`src/rtl/lab0_pkg.sv`:
```
// rtl/lab0_pkg.sv - shared op encodings, FSM states and ALU helper for lab0_op_controller
package lab0_pkg;

   localparam logic [1:0] OP_AND = 2'd0;
   localparam logic [1:0] OP_OR  = 2'd1;
   localparam logic [1:0] OP_XOR = 2'd2;
   localparam logic [1:0] OP_ADD = 2'd3;

   typedef enum logic [1:0] {
      ST_IDLE    = 2'd0,
      ST_CAPTURE = 2'd1,
      ST_EXECUTE = 2'd2,
      ST_DONE    = 2'd3
   } state_e;

   // Returns {carry, result}; carry is only ever set by ADD.
   function automatic logic [4:0] op_compute(input logic [1:0] op,
                                              input logic [3:0] a,
                                              input logic [3:0] b);
      logic [4:0] r;
      case (op)
         OP_AND:  r = {1'b0, a & b};
         OP_OR:   r = {1'b0, a | b};
         OP_XOR:  r = {1'b0, a ^ b};
         default: r = {1'b0, a} + {1'b0, b};
      endcase
      return r;
   endfunction

endpackage

```
`src/rtl/button_debounce.sv`:
```
// rtl/button_debounce.sv - 2-flop synchronizer, counter debounce and rising-edge press pulse
module button_debounce #(
   parameter int DEBOUNCE_CYCLES = 4
) (
   input  logic clk,
   input  logic rst,
   input  logic btn_in,
   output logic press
);

   localparam logic [15:0] CNT_LAST = 16'(DEBOUNCE_CYCLES - 1);

   logic        sync1_q, sync2_q;
   logic        level_q, level_d;
   logic        press_q, press_d;
   logic [15:0] cnt_q, cnt_d;

   // The count only survives while the synchronized input keeps disagreeing with the level.
   always_comb begin
      level_d = level_q;
      cnt_d   = '0;
      if (sync2_q != level_q) begin
         if (cnt_q == CNT_LAST) begin
            level_d = sync2_q;
         end else begin
            cnt_d = cnt_q + 16'd1;
         end
      end
      press_d = level_d & ~level_q;
   end

   always_ff @(posedge clk or posedge rst) begin
      if (rst) begin
         sync1_q <= 1'b0;
         sync2_q <= 1'b0;
         level_q <= 1'b0;
         cnt_q   <= '0;
         press_q <= 1'b0;
      end else begin
         sync1_q <= btn_in;
         sync2_q <= sync1_q;
         level_q <= level_d;
         cnt_q   <= cnt_d;
         press_q <= press_d;
      end
   end

   assign press = press_q;

endmodule

```
`src/rtl/lab0_op_controller.sv`:
```
// rtl/lab0_op_controller.sv - two-button operation selector and 4-bit ALU executor
module lab0_op_controller
   import lab0_pkg::*;
#(
   parameter int DEBOUNCE_CYCLES = 4
) (
   input  logic       clk,
   input  logic       rst,
   input  logic       left_pushbutton,
   input  logic       right_pushbutton,
   input  logic [3:0] A,
   input  logic [3:0] B,
   output logic [1:0] op_sel,
   output logic [3:0] result,
   output logic       carry_out,
   output logic       result_valid,
   output logic       busy
);

   logic left_press, right_press;

   button_debounce #(.DEBOUNCE_CYCLES(DEBOUNCE_CYCLES)) u_left_db (
      .clk    (clk),
      .rst    (rst),
      .btn_in (left_pushbutton),
      .press  (left_press)
   );

   button_debounce #(.DEBOUNCE_CYCLES(DEBOUNCE_CYCLES)) u_right_db (
      .clk    (clk),
      .rst    (rst),
      .btn_in (right_pushbutton),
      .press  (right_press)
   );

   state_e     state_q, state_d;
   logic [1:0] op_sel_q, op_sel_d;
   logic [1:0] op_q, op_d;
   logic [3:0] a_q, a_d, b_q, b_d;
   logic [3:0] result_q, result_d;
   logic       carry_q, carry_d;
   logic       valid_q, valid_d;
   logic       busy_q, busy_d;

   always_comb begin
      state_d  = state_q;
      op_sel_d = op_sel_q;
      op_d     = op_q;
      a_d      = a_q;
      b_d      = b_q;
      result_d = result_q;
      carry_d  = carry_q;
      case (state_q)
         // Presses outside IDLE fall through untouched, so they are dropped.
         ST_IDLE: begin
            if (right_press) begin
               state_d = ST_CAPTURE;
            end else if (left_press) begin
               op_sel_d = op_sel_q + 2'd1;
            end
         end
         ST_CAPTURE: begin
            a_d     = A;
            b_d     = B;
            op_d    = op_sel_q;
            state_d = ST_EXECUTE;
         end
         ST_EXECUTE: begin
            {carry_d, result_d} = op_compute(op_q, a_q, b_q);
            state_d             = ST_DONE;
         end
         default: state_d = ST_IDLE;
      endcase
      busy_d  = (state_d != ST_IDLE);
      valid_d = (state_d == ST_DONE);
   end

   always_ff @(posedge clk or posedge rst) begin
      if (rst) begin
         state_q  <= ST_IDLE;
         op_sel_q <= OP_AND;
         op_q     <= OP_AND;
         a_q      <= '0;
         b_q      <= '0;
         result_q <= '0;
         carry_q  <= 1'b0;
         valid_q  <= 1'b0;
         busy_q   <= 1'b0;
      end else begin
         state_q  <= state_d;
         op_sel_q <= op_sel_d;
         op_q     <= op_d;
         a_q      <= a_d;
         b_q      <= b_d;
         result_q <= result_d;
         carry_q  <= carry_d;
         valid_q  <= valid_d;
         busy_q   <= busy_d;
      end
   end

   assign op_sel       = op_sel_q;
   assign result       = result_q;
   assign carry_out    = carry_q;
   assign result_valid = valid_q;
   assign busy         = busy_q;

endmodule

```
`config.mk`:
```
export PLATFORM = sky130hd
export DESIGN_NAME = lab0_op_controller
export DESIGN_NICKNAME = d
export VERILOG_FILES = /design/src/rtl/lab0_pkg.sv /design/src/rtl/button_debounce.sv /design/src/rtl/lab0_op_controller.sv
export SDC_FILE = /design/constraint.sdc
export NUM_CORES = 1
export LEC_CHECK = 0
export ABC_CLOCK_PERIOD_IN_PS = 4700
export CAP_MARGIN = 20
export CELL_PAD_IN_SITES_DETAIL_PLACEMENT = 0
export CELL_PAD_IN_SITES_GLOBAL_PLACEMENT = 2
export CORE_ASPECT_RATIO = 1.2
export CORE_MARGIN = 1.5
export CORE_UTILIZATION = 30
export CTS_BUF_LIST = sky130_fd_sc_hd__clkbuf_16
export CTS_CLUSTER_DIAMETER = 120
export DETAILED_ROUTE_END_ITERATION = 8
export DONT_BUFFER_PORTS = 1
export PLACE_DENSITY_LB_ADDON = 0.12
export SYNTH_ARGS = -nofsm -noshare
export SYNTH_HDL_FRONTEND = slang
export SYNTH_SLANG_ARGS = --single-unit
export TNS_END_PERCENT = 10
```
`constraint.sdc`:
```
create_clock -name clk -period 4.7 [get_ports clk]
set_input_delay 0.94 -clock clk [delete_from_list [all_inputs] [get_ports clk]]
set_output_delay 0.94 -clock clk [all_outputs]
set_load 0.01 [all_outputs]
```
======== After elaboration in Yosys (flattened, before gate mapping) ========
Cells that the tools add are included.
word-level totals
  flip-flop bits (word level) ............. 61
  word-level logic and storage cells ...... 55
cells by class
  add/sub/neg operators ................... 4
  equal/unequal tests ..................... 9
  muxes and demuxes ....................... 11
  bitwise logic cells ..................... 8
  reductions and logical operators ........ 4
operators with widths
  kind                   count
  $mux 16                4
  $add 16x1->16 const B  2
  $eq 16x2->1 const B    2
  $pmux 5 s3             1
  $eq 2x2->1 const B     3
  $pmux 2 s3             1
  $add 4x4->5            1
  $and 4x4->4            1
  $eq 2x1->1 const B     2
  $logic_not 2->1        2
  $mux 1                 4
  $or 4x4->4             1
  $xor 4x4->4            1
  $not 1->1              3
  $reduce_and 3->1       1
  $add 2x1->2 const B    1
  $and 1x1->1            2
  $mux 2                 1
  $ne 1x1->1             2
  $reduce_bool 2->1      1

======== Longest topological paths before layout ========
  depth after elaboration ................. 4
  gate-level depth with buffers ........... 7
  mapped depth without buffers ............ 7

======== By module ========
From an unflattened synthesis, not the netlist that was laid out.
second synthesis, totals
  cell total of the unflattened synthesis .. 290
  area, all modules ....................... 2986.6 um^2
by module, submodules not included
  module              instances  cells an instance  area each (um^2)
  button_debounce     2          90                 934.6
  lab0_op_controller  1          110                1117.3

======== Worst setup path before layout ========
No wires, ideal clock.
  kind .................................... reg-to-reg
  from .................................... reg a_q[0]
  to ...................................... reg result_q[1] (netlist: result[1])
  library setup time ...................... 0.125 ns
  data arrival time ....................... 1.742 ns
  data required time ...................... 4.575 ns
  setup slack ............................. 2.833 ns
  cell stages (with the launch flop) ...... 7
  buffers on the path ..................... 0
  period minus slack after synthesis ...... 1.867 ns
  path through ............................ dfrtp_1 -> ha_1 -> inv_1 -> fa_1 -> inv_1 -> mux4_2 -> mux2_2
between the ends
  cells in the longest elaborated chain, start to end .. 2
ends and longest elaborated chain
  item                    line                      RTL
  start, declared         lab0_op_controller.sv:39  logic [3:0] a_q, a_d, b_q, b_d;
  start signal, assigned  lab0_op_controller.sv:83  a_q <= '0;
  start signal, assigned  lab0_op_controller.sv:93  a_q <= a_d;
  $add 4x4->5             lab0_pkg.sv:25            default: r = {1'b0, a} + {1'b0, b};
  $pmux 5 s3              lab0_pkg.sv:21            case (op)
  end signal, assigned    lab0_op_controller.sv:95  result_q <= result_d;
  end, declared           lab0_op_controller.sv:40  logic [3:0] result_q, result_d;
No other way between the ends.
A chain may end at the register's enable or synchronous reset.

======== Worst setup path after layout ========
Same ends and word-level chain as after synthesis.

==> metrics.txt <==
number of nets still failing antenna checks after routing=0; WS Path Type=register to register; CP Capture Type=register; hold slack=345 ps; pin count of the biggest net entering global routing=roughly 40; Reg clk slew, reported paths=50 ps; critical path's largest stage delay=470 ps; vias in the first global route=~2.0k; Final Max Tran Viols=0; CTS max path bufs=2; cts hold-fix bufs=0; max_slew headroom=about 42%; placement row count=39; fin area=3320 sq um; crit path buf inv count=2; final hold vios=0; Initial Util=between 30% and 40%; setup repair bufs after CTS=0; fmax=slightly above 500 MHz; # setup viols final=0; initial drt markers=between 100 and 150; crit share post-route=about two fifths; post-cts sizing count=0; Wirelength per Cell=13.9 microns; WL met3=between 200 and 250 microns; Num Clock Sinks=61; GRT Util Overall=~12%; Yosys reg bits=61; worst reg2reg setup slack=around 2800 ps; dpl cell area=3070 sq um; count of non-filler cells in the finished layout=420; CTS buffer count=9; crit path max fanout=3; Clock Latency Late Sink=310 ps; TritonCTS clock tree=built; via-per-instance ratio=4.65; Pre-antenna DRT Iters=4; CP max stage cell=fa_1; worst reg2reg path startpoint=a_q[0]; hold path start=u_right_db.sync1_q; Final nets=between 300 and 400; placed insts=just over 400; CP Data Arrival Time=approximately 2100 ps; Post-Route Utilization=a little over a third; area of the multi-input gates=roughly 1300 sq um; # IOs=21; YS warnings=0; wire length on met2=between 2000 and 3000 microns; drc violations=0; fin crit period=between 1500 and 2000 ps; Root Driver=clkbuf_16; R2R cell count=6; P_leak=1.39 nW; synthesis-to-layout area growth=13.0%; Filler cells=979; Power Total=between 1.5 and 2 mW; CP required=approximately 5000 ps; vias after detailed routing=1952; sequential-to-total area share from yosys stat=51.9%; mapped cell area=about 2900 sq um; port buffer count=0; Critical Path, Cell by Cell=ha_1 -> inv_1 -> fa_1 -> inv_1 -> mux4_2 -> mux2_2; Setup WS post-layout=roughly 2800 ps; initial antenna violation count=0; worst IR drop on VDD=about 0.17 mV; Die Wd=about 93 microns; GPL Wtd Cong=0.698; Syn Nets=approximately 320; unrepaired setup endpoints after global routing=no; worst clock skew=4.96 ps; highest routed metal layer=met4; Distinct cells, synth=32; dpl ws=2730 ps; status=finished clean; Die H=~110 microns; Critical path origin=a_q[0]; ratio of cells with drive above 1 in the final layout=between 8 and 9%; Max Cap Viol=0; Worst Hold Depth=0; Crit path depth=6; crit-path leading delay family=multiplexers; Post-Route WL=between 5000 and 6000 microns; Post-DP HPWL=approximately 4000 microns; pwr/cell area=between 500 and 600 nW/um^2; type of origin of the critical path=register; Reg area=approximately 1500 sq um; syn_area_per_cell=10.2 sq um; crit-path most repeated cell=inv_1; H-tree depth=3; GRT overflow=0; diode count=0; core box area=around 9500 sq um; Syn Inst Count=approximately 290; worst slew pin tran=between 800 and 900 ps; M1 WL=2720 microns; Post-Route Setup TNS=0 ps; Worst Hold Class=register to register; Die ar.=around 10000 sq um; first-pass GRT wire length=9920 microns
layout by cell type (no fill, tap or decap), drive strengths merged, types with 3 or more instances in the layout:
cell / Yosys / routed
xor2: 6 / 6
ha: 14 / 14
nor3b: 3 / 3
nor2: 38 / 38
or3: 5 / 5
nor4: 10 / 10
o21ai: 16 / 16
dfrtp: 61 / 61
inv: 24 / 25
clkbuf: 7 / 9
nand3: 12 / 12
clkinv: 0 / 5
nand2: 20 / 20
mux2: 8 / 8
a21oi: 8 / 8
nand4: 7 / 7
xnor2: 23 / 23
nor3: 9 / 9
power breakdown:
group,total [mW],switching [mW],internal (mW)
registers,0.761,0.120,0.641
logic,0.469,0.269,0.200
clock network,0.552,0.210,0.342
path summary, 6_finish.rpt:
path	end
setup / recovery	result[1]
hold / removal	u_right_db.sync2_q
setup reg to reg	result[1]
hold reg to reg	u_right_db.sync2_q
max in group asynchronous	u_right_db.cnt_q[4]
min in group asynchronous	u_left_db.sync1_q
flip-flops by register name, indices dropped and copies added, names as in the netlist, 2 cells and up:
signal and count:
op_sel 2, state_q 2, u_right_db.cnt_q 16, b_q 4, a_q 4, op_q 2
u_left_db.cnt_q 16, result 4
synth_stat cells:
| master | n | area (sq um) |
|---|---|---|
| o21ai_0 | 16 | 80.1 |
| mux2_2 | 8 | 90.1 |
| nand3_2 | 1 | 10.0 |
| a211oi_1 | 1 | 7.51 |
| clkbuf_1 | 7 | 26.3 |
| nor2b_1 | 1 | 6.26 |
| dfrtp_1 | 61 | 1530 |
| a21oi_1 | 8 | 40.0 |
| nor3b_1 | 3 | 22.5 |
| fa_1 | 1 | 20.0 |
| nand2_1 | 20 | 75.1 |
| xor2_1 | 6 | 52.6 |
| nand4_1 | 5 | 31.3 |
| or4_1 | 2 | 15.0 |
| nor3_1 | 9 | 45.0 |
| nor4_1 | 10 | 62.6 |
| ha_1 | 14 | 175 |
| a21o_1 | 1 | 7.51 |
| o211ai_1 | 1 | 7.51 |
| inv_1 | 24 | 90.1 |
| or3_1 | 5 | 31.3 |
| and3_1 | 2 | 12.5 |
| mux2i_1 | 2 | 20.0 |
| nor4b_1 | 2 | 17.5 |
| xnor2_1 | 23 | 201 |
| or2_2 | 1 | 6.26 |
| nand3_1 | 11 | 55.1 |
| nor2_1 | 38 | 143 |
| or2_1 | 1 | 6.26 |
| mux4_2 | 1 | 22.5 |
| nand3b_1 | 1 | 7.51 |
| nand4_2 | 2 | 25.0 |
final cells by class:
type,count,area share [%]
inverter,24,2.71
multi-input combinational,196,39.0
sequential,61,46.0
tap,123,4.63
clock buffer,9,6.78
timing repair buffer,1,0.226
clock inverter,6,0.678
routing by layer:
metal / up-vias / global-route usage [%]
li1: 985 / -
met1: 940 / 15.8
met2: 23 / 19.6
met3: 4 / 3.48
met4: 0 / 3.94
met5: - / 0
logic make-up after synthesis:
group,synth area share [%]
multiplexers,4.51
buffers and inverters,3.96
adder cells (fa/ha/maj),6.64
flip-flops,51.9
AO/OA/AOI/OAI,4.85
XOR/XNOR,8.64
AND/OR/NAND/NOR,19.5
(Power assumes the default switching activity.)
